==> config.mk <==
export PLATFORM = sky130hd
export DESIGN_NAME = dac_sample_sched
export DESIGN_NICKNAME = d
export VERILOG_FILES = /design/src/rtl/dac_pkg.sv /design/src/rtl/dac_rate_tick.sv /design/src/rtl/dac_sample_sched.sv
export SDC_FILE = /design/constraint.sdc
export NUM_CORES = 1
export LEC_CHECK = 0
export BUFFER_PORTS_ARGS = -buffer_cell sky130_fd_sc_hd__buf_2
export CORE_ASPECT_RATIO = 1.75
export CORE_MARGIN = 10
export CORE_UTILIZATION = 40
export CTS_CLUSTER_DIAMETER = 80
export CTS_CLUSTER_SIZE = 20
export DETAILED_ROUTE_END_ITERATION = 6
export PLACE_DENSITY = 0.7
export SETUP_SLACK_MARGIN = 0.02
export SYNTH_ARGS = -nofsm -noshare
export SYNTH_HDL_FRONTEND = slang
export SYNTH_SLANG_ARGS = --single-unit
==> constraint.sdc <==
create_clock -name DAC_CLK -period 2.1 [get_ports DAC_CLK]
set_input_delay 0.42 -clock DAC_CLK [delete_from_list [all_inputs] [get_ports DAC_CLK]]
set_output_delay 0.42 -clock DAC_CLK [all_outputs]
set_load 0.005 [all_outputs]
==> src/rtl/dac_pkg.sv <==
// Shared DAC-side constants and types: sample width, idle code and channel indices.
package dac_pkg;

    localparam int DATA_W = 14;
    localparam logic [DATA_W-1:0] MIDSCALE = 14'h2000;
    localparam logic CH_A = 1'b0;
    localparam logic CH_B = 1'b1;

    typedef logic [DATA_W-1:0] sample_t;

endpackage

==> src/rtl/dac_rate_tick.sv <==
// Output-rate pacing counter; tick marks the cycles in which samples are scheduled.
module dac_rate_tick #(
    parameter int DIV_W = 16
) (
    input  logic             DAC_CLK,
    input  logic             DAC_RST,
    input  logic             sched_en,
    input  logic [DIV_W-1:0] rate_div,
    output logic             tick
);

    logic [DIV_W-1:0] cnt_r;

    // Gated by reset so a handshake can never be offered while the block is being reset.
    assign tick = sched_en & ~DAC_RST & (cnt_r >= rate_div);

    // Rate counter: restarts on tick or while disabled.
    always_ff @(posedge DAC_CLK) begin
        if (DAC_RST) begin
            cnt_r <= '0;
        end else if (!sched_en || tick) begin
            cnt_r <= '0;
        end else begin
            cnt_r <= cnt_r + {{(DIV_W-1){1'b0}}, 1'b1};
        end
    end

endmodule

==> src/rtl/dac_sample_sched.sv <==
// Paced two-requester / two-channel DAC sample scheduler with round-robin arbitration.
// Underrun counters are built only when DAC_SCHED_UNDERRUN_CNT_EN is defined.
module dac_sample_sched #(
    parameter int                 DATA_W   = dac_pkg::DATA_W,
    parameter int                 DIV_W    = 16,
    parameter int                 CNT_W    = 16,
    parameter logic [DATA_W-1:0]  MIDSCALE = dac_pkg::MIDSCALE
) (
    input  logic              DAC_CLK,
    input  logic              DAC_RST,
    input  logic              SCHED_EN,
    input  logic [DIV_W-1:0]  RATE_DIV,
    input  logic              REQ0_VALID,
    input  logic              REQ0_CH,
    input  logic [DATA_W-1:0] REQ0_DATA,
    output logic              REQ0_READY,
    input  logic              REQ1_VALID,
    input  logic              REQ1_CH,
    input  logic [DATA_W-1:0] REQ1_DATA,
    output logic              REQ1_READY,
    input  logic              CLR_UNDERRUN,
    output logic [DATA_W-1:0] DAC_DATA_A,
    output logic [DATA_W-1:0] DAC_DATA_B,
    output logic              DAC_UPDATE,
    output logic [CNT_W-1:0]  UNDERRUN_A,
    output logic [CNT_W-1:0]  UNDERRUN_B
);

    import dac_pkg::*;

    logic              tick_s;
    logic              prio_a_r;
    logic              prio_b_r;
    logic              cand0_a_s;
    logic              cand1_a_s;
    logic              cand0_b_s;
    logic              cand1_b_s;
    logic              grant0_a_s;
    logic              grant1_a_s;
    logic              grant0_b_s;
    logic              grant1_b_s;
    logic              empty_a_s;
    logic              empty_b_s;
    logic [DATA_W-1:0] data_a_s;
    logic [DATA_W-1:0] data_b_s;

    dac_rate_tick #(
        .DIV_W (DIV_W)
    ) u_rate_tick (
        .DAC_CLK  (DAC_CLK),
        .DAC_RST  (DAC_RST),
        .sched_en (SCHED_EN),
        .rate_div (RATE_DIV),
        .tick     (tick_s)
    );

    // Candidate detection and per-channel round-robin grant; prio names the favoured requester.
    always_comb begin
        cand0_a_s  = REQ0_VALID & (REQ0_CH == CH_A);
        cand1_a_s  = REQ1_VALID & (REQ1_CH == CH_A);
        cand0_b_s  = REQ0_VALID & (REQ0_CH == CH_B);
        cand1_b_s  = REQ1_VALID & (REQ1_CH == CH_B);
        grant0_a_s = cand0_a_s & (~cand1_a_s | (prio_a_r == 1'b0));
        grant1_a_s = cand1_a_s & (~cand0_a_s | (prio_a_r == 1'b1));
        grant0_b_s = cand0_b_s & (~cand1_b_s | (prio_b_r == 1'b0));
        grant1_b_s = cand1_b_s & (~cand0_b_s | (prio_b_r == 1'b1));
        empty_a_s  = ~(cand0_a_s | cand1_a_s);
        empty_b_s  = ~(cand0_b_s | cand1_b_s);
    end

    // Granted-sample mux per channel; holds the current output when nothing is granted.
    always_comb begin
        data_a_s = DAC_DATA_A;
        data_b_s = DAC_DATA_B;
        if (grant0_a_s) begin
            data_a_s = REQ0_DATA;
        end else if (grant1_a_s) begin
            data_a_s = REQ1_DATA;
        end else begin
            data_a_s = DAC_DATA_A;
        end
        if (grant0_b_s) begin
            data_b_s = REQ0_DATA;
        end else if (grant1_b_s) begin
            data_b_s = REQ1_DATA;
        end else begin
            data_b_s = DAC_DATA_B;
        end
    end

    assign REQ0_READY = tick_s & (grant0_a_s | grant0_b_s);
    assign REQ1_READY = tick_s & (grant1_a_s | grant1_b_s);

    // Priority flips to the loser only after a contested grant.
    always_ff @(posedge DAC_CLK) begin
        if (DAC_RST) begin
            prio_a_r <= 1'b0;
            prio_b_r <= 1'b0;
        end else begin
            if (tick_s && cand0_a_s && cand1_a_s) begin
                prio_a_r <= ~prio_a_r;
            end
            if (tick_s && cand0_b_s && cand1_b_s) begin
                prio_b_r <= ~prio_b_r;
            end
        end
    end

    // DAC output registers and the update strobe aligned with them.
    always_ff @(posedge DAC_CLK) begin
        if (DAC_RST || !SCHED_EN) begin
            DAC_DATA_A <= MIDSCALE;
            DAC_DATA_B <= MIDSCALE;
            DAC_UPDATE <= 1'b0;
        end else begin
            if (tick_s) begin
                DAC_DATA_A <= data_a_s;
                DAC_DATA_B <= data_b_s;
            end
            DAC_UPDATE <= tick_s;
        end
    end

`ifdef DAC_SCHED_UNDERRUN_CNT_EN
    logic [CNT_W-1:0] und_a_r;
    logic [CNT_W-1:0] und_b_r;

    // Saturating underrun counters; a clear overrides a same-cycle increment.
    always_ff @(posedge DAC_CLK) begin
        if (DAC_RST || CLR_UNDERRUN) begin
            und_a_r <= '0;
            und_b_r <= '0;
        end else begin
            if (tick_s && empty_a_s && !(&und_a_r)) begin
                und_a_r <= und_a_r + {{(CNT_W-1){1'b0}}, 1'b1};
            end
            if (tick_s && empty_b_s && !(&und_b_r)) begin
                und_b_r <= und_b_r + {{(CNT_W-1){1'b0}}, 1'b1};
            end
        end
    end

    assign UNDERRUN_A = und_a_r;
    assign UNDERRUN_B = und_b_r;
`else
    logic unused_s;
    assign unused_s   = CLR_UNDERRUN ^ empty_a_s ^ empty_b_s;
    assign UNDERRUN_A = '0;
    assign UNDERRUN_B = '0;
`endif

endmodule
# Word-level counts from Yosys, hierarchy flattened
# Cells that the tools add are included.
# W data, S select, Z words.
[totals] rom_bits=0 ff_bits=47 wordCells=51 out_inout_bits=63 latchBits=0 n_memories=0 ramBits=0 input_bits=52
[classes] n_shift=0 bitwise=27 n_mux=4 div=0 multipliers=0 add_sub_neg=1 reduce_logical=12 n_eq_ne=0 n_lt_le_gt_ge=1
[op_table] cell="$mux W14" count=4
[op_table] cell="$add A16 B1 Y16 const B" count=1
[op_table] cell="$ge A16 B16 Y1" count=1
[op_table] cell="$and A1 B1 Y1" count=12
[op_table] cell="$not A1 Y1" count=9
[op_table] cell="$or A1 B1 Y1" count=6
[op_table] cell="$logic_and A1 B1 Y1" count=4
[op_table] cell="$reduce_and A2 Y1" count=2
[op_table] cell="$reduce_bool A2 Y1" count=2
[op_table] cell="$logic_or A1 B1 Y1" count=2
[op_table] cell="$reduce_or A2 Y1" count=1
[op_table] cell="$logic_not A1 Y1" count=1

# Logic depth before layout (Yosys ltp)
# Gate-level depths: netlist of run 1.
[logic_depth] depth_word=7 depth_mapped=9

# Hierarchy
# Synthesis of run 1 repeated with hierarchy kept, for this count alone.
[hier_totals] hier_cells=353 hier_area_um2=2802.7
[modules_own_cells] mod="dac_sample_sched" n_inst=1 seq_area_each_um2=620.6 cells_each=219 area_each_um2=1677.9
[modules_own_cells] mod="dac_rate_tick" n_inst=1 seq_area_each_um2=320.3 cells_each=134 area_each_um2=1124.8

# Worst setup path before layout of run 1
# Ideal clock, no wire load.
[synth_path] kind="in2reg" from="in RATE_DIV[15]" to="reg prio_a_r" setup_time_ns=0.123 arrival_ns=2.148 n_path_buf=0 t_required_ns=1.977 path_stages=7 path_slack_ns=-0.171 cell_sequence="inv_1 -> ha_1 -> and4_1 -> nand2_1 -> o311a_4 -> a2111oi_1 -> mux2_1"
[synth_between] elab_chain_len=4
[synth_lines] item="start: declaration" line="dac_sample_sched.sv:12" text="input logic [DIV_W-1:0] RATE_DIV,"
[synth_lines] item="$ge A16 B16 Y1" line="dac_rate_tick.sv:15" text="assign tick = sched_en & ~DAC_RST & (cnt_r >= rate_div);"
[synth_lines] item="$and A1 B1 Y1" line="dac_rate_tick.sv:15"
[synth_lines] item="$logic_and A1 B1 Y1 (2 in a row)" line="dac_sample_sched.sv:100" text="if (tick_s && cand0_a_s && cand1_a_s) begin"
[synth_lines] item="end signal: assignment" line="dac_sample_sched.sv:101" text="prio_a_r <= ~prio_a_r;"
[synth_lines] item="end: declaration" line="dac_sample_sched.sv:32" text="logic prio_a_r;"
# Every way passes these cells.
# A chain may end at the register's enable or synchronous reset.

# Worst setup path in the final report of run 1
[layout_path] from="reg u_rate_tick.cnt_r[3]" to="out REQ0_READY"
[layout_between] elab_chain_len=3
[layout_lines] item="start: declaration" line="dac_rate_tick.sv:12" text="logic [DIV_W-1:0] cnt_r;"
[layout_lines] item="start signal: assignment" line="dac_rate_tick.sv:24" text="cnt_r <= cnt_r + {{(DIV_W-1){1'b0}}, 1'b1};"
[layout_lines] item="$ge A16 B16 Y1" line="dac_rate_tick.sv:15"
[layout_lines] item="$and A1 B1 Y1" line="dac_rate_tick.sv:15"
[layout_lines] item="$and A1 B1 Y1" line="dac_sample_sched.sv:91" text="assign REQ0_READY = tick_s & (grant0_a_s | grant0_b_s);"
[layout_lines] item="end: declaration" line="dac_sample_sched.sv:16" text="output logic REQ0_READY,"
# Every way passes these cells.

==> metrics, run 1 <==
outcome complete, but fails checks; failing checks setup timing; Synth Area in XOR/XNOR 4.116%; RSZ-0062 raised after global routing yes; area added between synthesis and finish 35.45%; Fin. Hold Viols 0; Synth top area share 31.58%; Synth Register Bits 47; Antenna Violating Nets Remaining 0; Root Driver clkbuf_16; Synth cell types 40; Chip Width 85.24 µm; clk slew on worst S/H paths 0.06 ns; critical-path cell list ha_4 -> nor2_2 -> or3_1 -> o311a_4 -> and2_4 -> a211oi_2 -> buf_2; max incr delay on CP 0.37 ns; post-synthesis adder-cell area fraction 7.140%; row count 41; most frequent cells in the layout buf_2, nand2_1, dfxtp_1; post-synthesis mux area share 20.75%; setup TNS -6.737 ns; slowest CP cell or3_1; Crit. End Element output pin; total grt overflow 0; ant diodes 0; Compound-Gate Fraction of Synth Area 5.124%; Initial Utilization 41.19%; reg-to-reg startpoint u_rate_tick.cnt_r[3]; DR DRC count 0; FFs w/ async S/R, synth 0%; Yosys warnings 0; Initial DRC Count 46; hold path start DAC_DATA_A[1]; vias in the first global route 2738; dpl cells 525; final setup margin -0.4182 ns; worst-skew pair later-pin latency 0.29 ns; initial antenna violation count 0; fillers 658; Period Utilization, post-route 119.9%; DR vias 2584; CP Launch Type flip-flop; total wire length 7.910 mm; HPWL Detailed 6.093 mm; Avg Cell Area, Syn 8.762 µm²; IO buf count 81; Max Freq 397.1 MHz; TritonCTS Buffers 5; final RePlAce weighted congestion 0.7672; global-route wire length before repair 12.86 mm; kind of critical path flip-flop to output pin; main flop type after synthesis dfxtp_1; Finish-stage setup viols 32; CTS tree yes; Tmin final 2.518 ns; Die ar. 11440 µm²; Mapped Area 2979 µm²; vias per cell 4.803; Syn Inst Count 340; Synth area leaders dfxtp_1, mux2_2, mux2i_1; Max Transition Viols Final 0; die height 134.2 µm; worst-path fanout max 4; Sink Count 47; Max Cap Violations 0; layout cells sized above 1 42.70%; most common cell after layout, fill and taps aside buf_2; largest net degree at the start of global routing 54; Peak supply drop 421.9 µV; Final Total Pwr 1.908 mW; Nets 522; CP startpoint u_rate_tick.cnt_r[3]; clk_skew 0.01187 ns; total track usage 13.52%; DRT Pass-1 Iters 4; Pleak 2.007 nW; final non-filler cell total 538; Req. time, crit path 1.68 ns; Post-synth EDFFs 0; HP Class flip-flop to flip-flop; power per cell area 473.0 nW/µm²; Synth Area in Simple Gates 17.64%; core area 7233 µm²; sequential share of the synthesized area 31.58%; largest family of logic cells by synthesized area multiplexers; IO Pins 115; WL/cell 14.70 µm; Max Root-Sink Buffers 2; H-tree level count 2; Worst EP arrival 2.10 ns; biggest area consumer among synthesized cells dfxtp_1
-- flip-flops by register name (all words and copies together) (netlist names) --
name / count
u_rate_tick.cnt_r: 16
DAC_DATA_A: 14
DAC_DATA_B: 14
DAC_UPDATE: 1
prio_a_r: 1
prio_b_r: 1
-- path summary, 6_finish.rpt --
kind | end | slack [ns] | cells after the start
setup / recovery | REQ0_READY | -0.42 | 7
hold reg to reg | DAC_DATA_A[1] | 0.46 | 2
setup reg to reg | prio_b_r | -0.34 | 9
hold / removal | DAC_DATA_A[1] | 0.46 | 2
-- cell usage after synthesis, types with 3 or more instances --
master	instances
nand2_1	62
mux2_2	29
ha_1	17
nand2b_1	4
xor2_1	6
nor3_1	4
buf_4	32
and4_1	4
inv_1	21
nor2_1	29
mux2i_1	28
xnor2_1	8
nand3_1	7
a21oi_1	3
nand4_1	5
clkbuf_1	6
dfxtp_1	47
-- report_power, final --
| part | switching, mW | internal (mW) |
|---|---|---|
| sequential | 0.000948 | 0.893 |
| combinational | 0.136 | 0.128 |
| clock | 0.323 | 0.428 |
-- cells by family after synthesis --
logic type	after synthesis
AO/OA/AOI/OAI	17
flip-flops	47
buffers and inverters	65
AND/OR/NAND/NOR	121
adder cells (fa/ha/maj)	17
multiplexers	58
XOR/XNOR	14
other	1
-- critical path: cells and delay by family (launching register included) --
family,cells,cell delay [ns]
AO/OA/AOI/OAI,2,0.51
adder cells (fa/ha/maj),1,0.26
flip-flops,1,0.34
AND/OR/NAND/NOR,3,0.56
buffers and inverters,1,0.14
-- metal layers --
layer / GRT usage, % / vias up / routed length, µm
met1: 12.06 / 1196 / 2717
met2: 26.38 / 79 / 4426
met5: 0 / - / 0
met4: 4.136 / 0 / 109
li1: - / 1299 / -
met3: 5.276 / 10 / 657
-- layout make-up --
type	count	area (µm²)	area share (%)
Multi-Input combinational cell	259	1969	48.81
Sequential cell	47	947.2	23.47
Timing Repair Buffer	119	787.0	19.50
Clock buffer	5	125.1	3.101
Tap cell	86	107.6	2.667
Inverter	21	91.34	2.264
Clock inverter	1	7.507	0.1860
-- metrics by stage --
step,utilization [%],cell area (µm²),worst slack (ns),hold slack [ns]
2_1_floorplan,-,3212,-0.09978,0.4373
3_3_place_gp,50.84,3677,-0.3880,0.4414
3_5_place_dp,50.84,3677,-0.4243,0.4476
4_1_cts,55.04,3981,-0.4614,0.4614
5_1_grt,55.79,4035,-0.4917,0.4806
6_report,55.79,4035,-0.4182,0.4568
-- repair_timing --
item | CTS | global route
cloned | 3 | 0
setup buffers | 4 | 0
resized for setup | 17 | 11
hold buffers | 0 | 0
setup endpoints to repair | 47 | 47
pin swaps | 8 | 7
Note: power is estimated with default switching activity, not from simulation.
==> run 2: changes to the inputs <==
Settings changed: PLACE_DENSITY 0.7 to 0.75.
==> metrics, run 2 (synthesis results as in run 1) <==
outcome complete, but fails checks; failing checks setup timing; max incr delay on CP 0.34 ns (-0.03 ns); slowest CP cell dfxtp_2; most frequent cells in the layout buf_2, nand2_1, dfxtp_1; critical-path cell list ha_4 -> nand4_1 -> or3_1 -> o311a_4 -> and2_4 -> a211oi_2 -> buf_2; final setup margin -0.4344 ns (-0.01624 ns); WP buf/inv 1 (unchanged); layout cells sized above 1 40.49% (-2.2 points); DR DRC count 0 (unchanged); ant diodes 0 (unchanged); Design Area, Final 3983 µm² (-1.3%); total track usage 12.39% (-1.1 points); Nets 520 (-0.38%); Final Util 55.06% (-0.73 points); Pleak 2.003 nW (-0.18%); core area 7233 µm² (unchanged); TritonCTS Buffers 5 (unchanged); GRT Max-Usage Layer met2; Initial Utilization 41.19% (unchanged); WL/cell 14.04 µm (-4.5%); Crit. End Element output pin; power per cell area 490.6 nW/µm² (+3.7%); Max Cap Violations 0 (unchanged); die height 134.2 µm (unchanged); initial antenna violation count 0 (unchanged); Finish-stage setup viols 32 (unchanged); Worst EP arrival 2.11 ns (about the same); Top delay family on crit path simple AND/OR/NAND/NOR gates; worst-skew pair later-pin latency 0.29 ns (about the same); CP Launch Type flip-flop; CTS Hold Bufs 0 (unchanged); global-route wire length before repair 12.01 mm (-6.6%); Req. time, crit path 1.68 ns (about the same); clk_skew 0.003554 ns (-0.008312 ns); Period Utilization, post-route 120.7% (+0.77 points); Initial DRC Count 46 (unchanged); fillers 648 (-1.5%); Tmin final 2.534 ns (+0.01624 ns); row count 41 (unchanged); met2 Track Usage GR 23.20% (-3.2 points); Die ar. 11440 µm² (unchanged); total grt overflow 0 (unchanged); kind of critical path flip-flop to output pin; final RePlAce weighted congestion 0.8262 (+7.7%); met3 Usage GRT 6.186% (+0.91 points); Max Freq 394.6 MHz (-0.64%); Max Root-Sink Buffers 2 (unchanged); Peak supply drop 470.1 µV (+11%); HPWL Detailed 5.977 mm (-1.9%); H-tree level count 2 (unchanged); placed inst area 3682 µm² (+0.14%); largest reg by FF count u_rate_tick.cnt_r; vias per cell 4.678 (-2.6%); largest net degree at the start of global routing 54 (unchanged); HP Class flip-flop to flip-flop; DR vias 2517 (-2.6%); CTS tree yes; worst-path fanout max 4 (unchanged); Antenna Violating Nets Remaining 0 (unchanged); area added between synthesis and finish 33.68%; max FFs per register 16 (unchanged); total wire length 7.553 mm (-4.5%); Sink Count 47 (unchanged); DRT Pass-1 Iters 4 (unchanged); Fin. Hold Viols 0 (unchanged); Max Transition Viols Final 0 (unchanged); Root Driver clkbuf_16; dpl ws -0.4343 ns (-0.009927 ns); most common cell after layout, fill and taps aside buf_2; clk slew on worst S/H paths 0.06 ns (about the same); RSZ-0062 raised after global routing yes; IO buf count 81 (unchanged); largest registers u_rate_tick.cnt_r: 16 flops, DAC_DATA_A: 14 flops, DAC_DATA_B: 14 flops; M1 GR Usage 11.21% (-0.85 points); IO Pins 115 (unchanged); Chip Width 85.24 µm (unchanged); vias in the first global route 2728 (-0.37%)
==> run 2: what timing repair did <==
item	in CTS	in global routing
resized for setup	5	12
endpoints found under the setup margin	32	47
buffers inserted	3	1
cloned	0	3
pin swaps	2	3
==> run 2: worst paths after layout <==
kind | startpoint | end | slack, ns | depth (start not counted)
max | u_rate_tick.cnt_r[5] | REQ0_READY | -0.43 | 7
min | DAC_DATA_B[9] | DAC_DATA_B[9] | 0.46 | 2
max reg2reg | u_rate_tick.cnt_r[5] | prio_b_r | -0.43 | 9
min reg2reg | DAC_DATA_B[9] | DAC_DATA_B[9] | 0.46 | 2
==> run 2: power by group <==
group | switching [mW] | internal, mW | total, mW
clock | 0.330 | 0.476 | 0.806
sequential | 0.000943 | 0.893 | 0.894
combinational | 0.130 | 0.124 | 0.254
==> run 2: layout make-up <==
cell class	instances	area, µm²	area share (%)
Clock inverter	1	8.758	0.2199
Sequential cell	47	943.4	23.69
Clock buffer	7	142.6	3.582
Timing Repair Buffer	117	768.2	19.29
Tap cell	86	107.6	2.702
Multi-Input combinational cell	259	1921	48.22
Inverter	21	91.34	2.293
==> run 2: stage by stage <==
step                      hold slack [ns]  TNS, ns  total power, mW  cells
after floorplan                    0.4373   -1.640            1.099    371
after CTS                          0.4632   -8.989            1.975    535
after global routing               0.4840   -11.28            2.044    538
after global placement             0.4408   -12.65            1.145    524
after detailed placement           0.4486   -13.42            1.152    524
final                              0.4577   -9.705            1.954    538
==> run 2: tightest hold or removal path: stages (launching register included) <==
cell     delay (ns)
dfxtp_1        0.30
nand2_1        0.05
mux2i_1        0.06
==> run 2: routing by layer <==
metal	up-vias	part of all wire, %
li1	1291	-
met1	1139	34
met2	82	55
met3	5	10
met4	0	1.0
met5	-	0
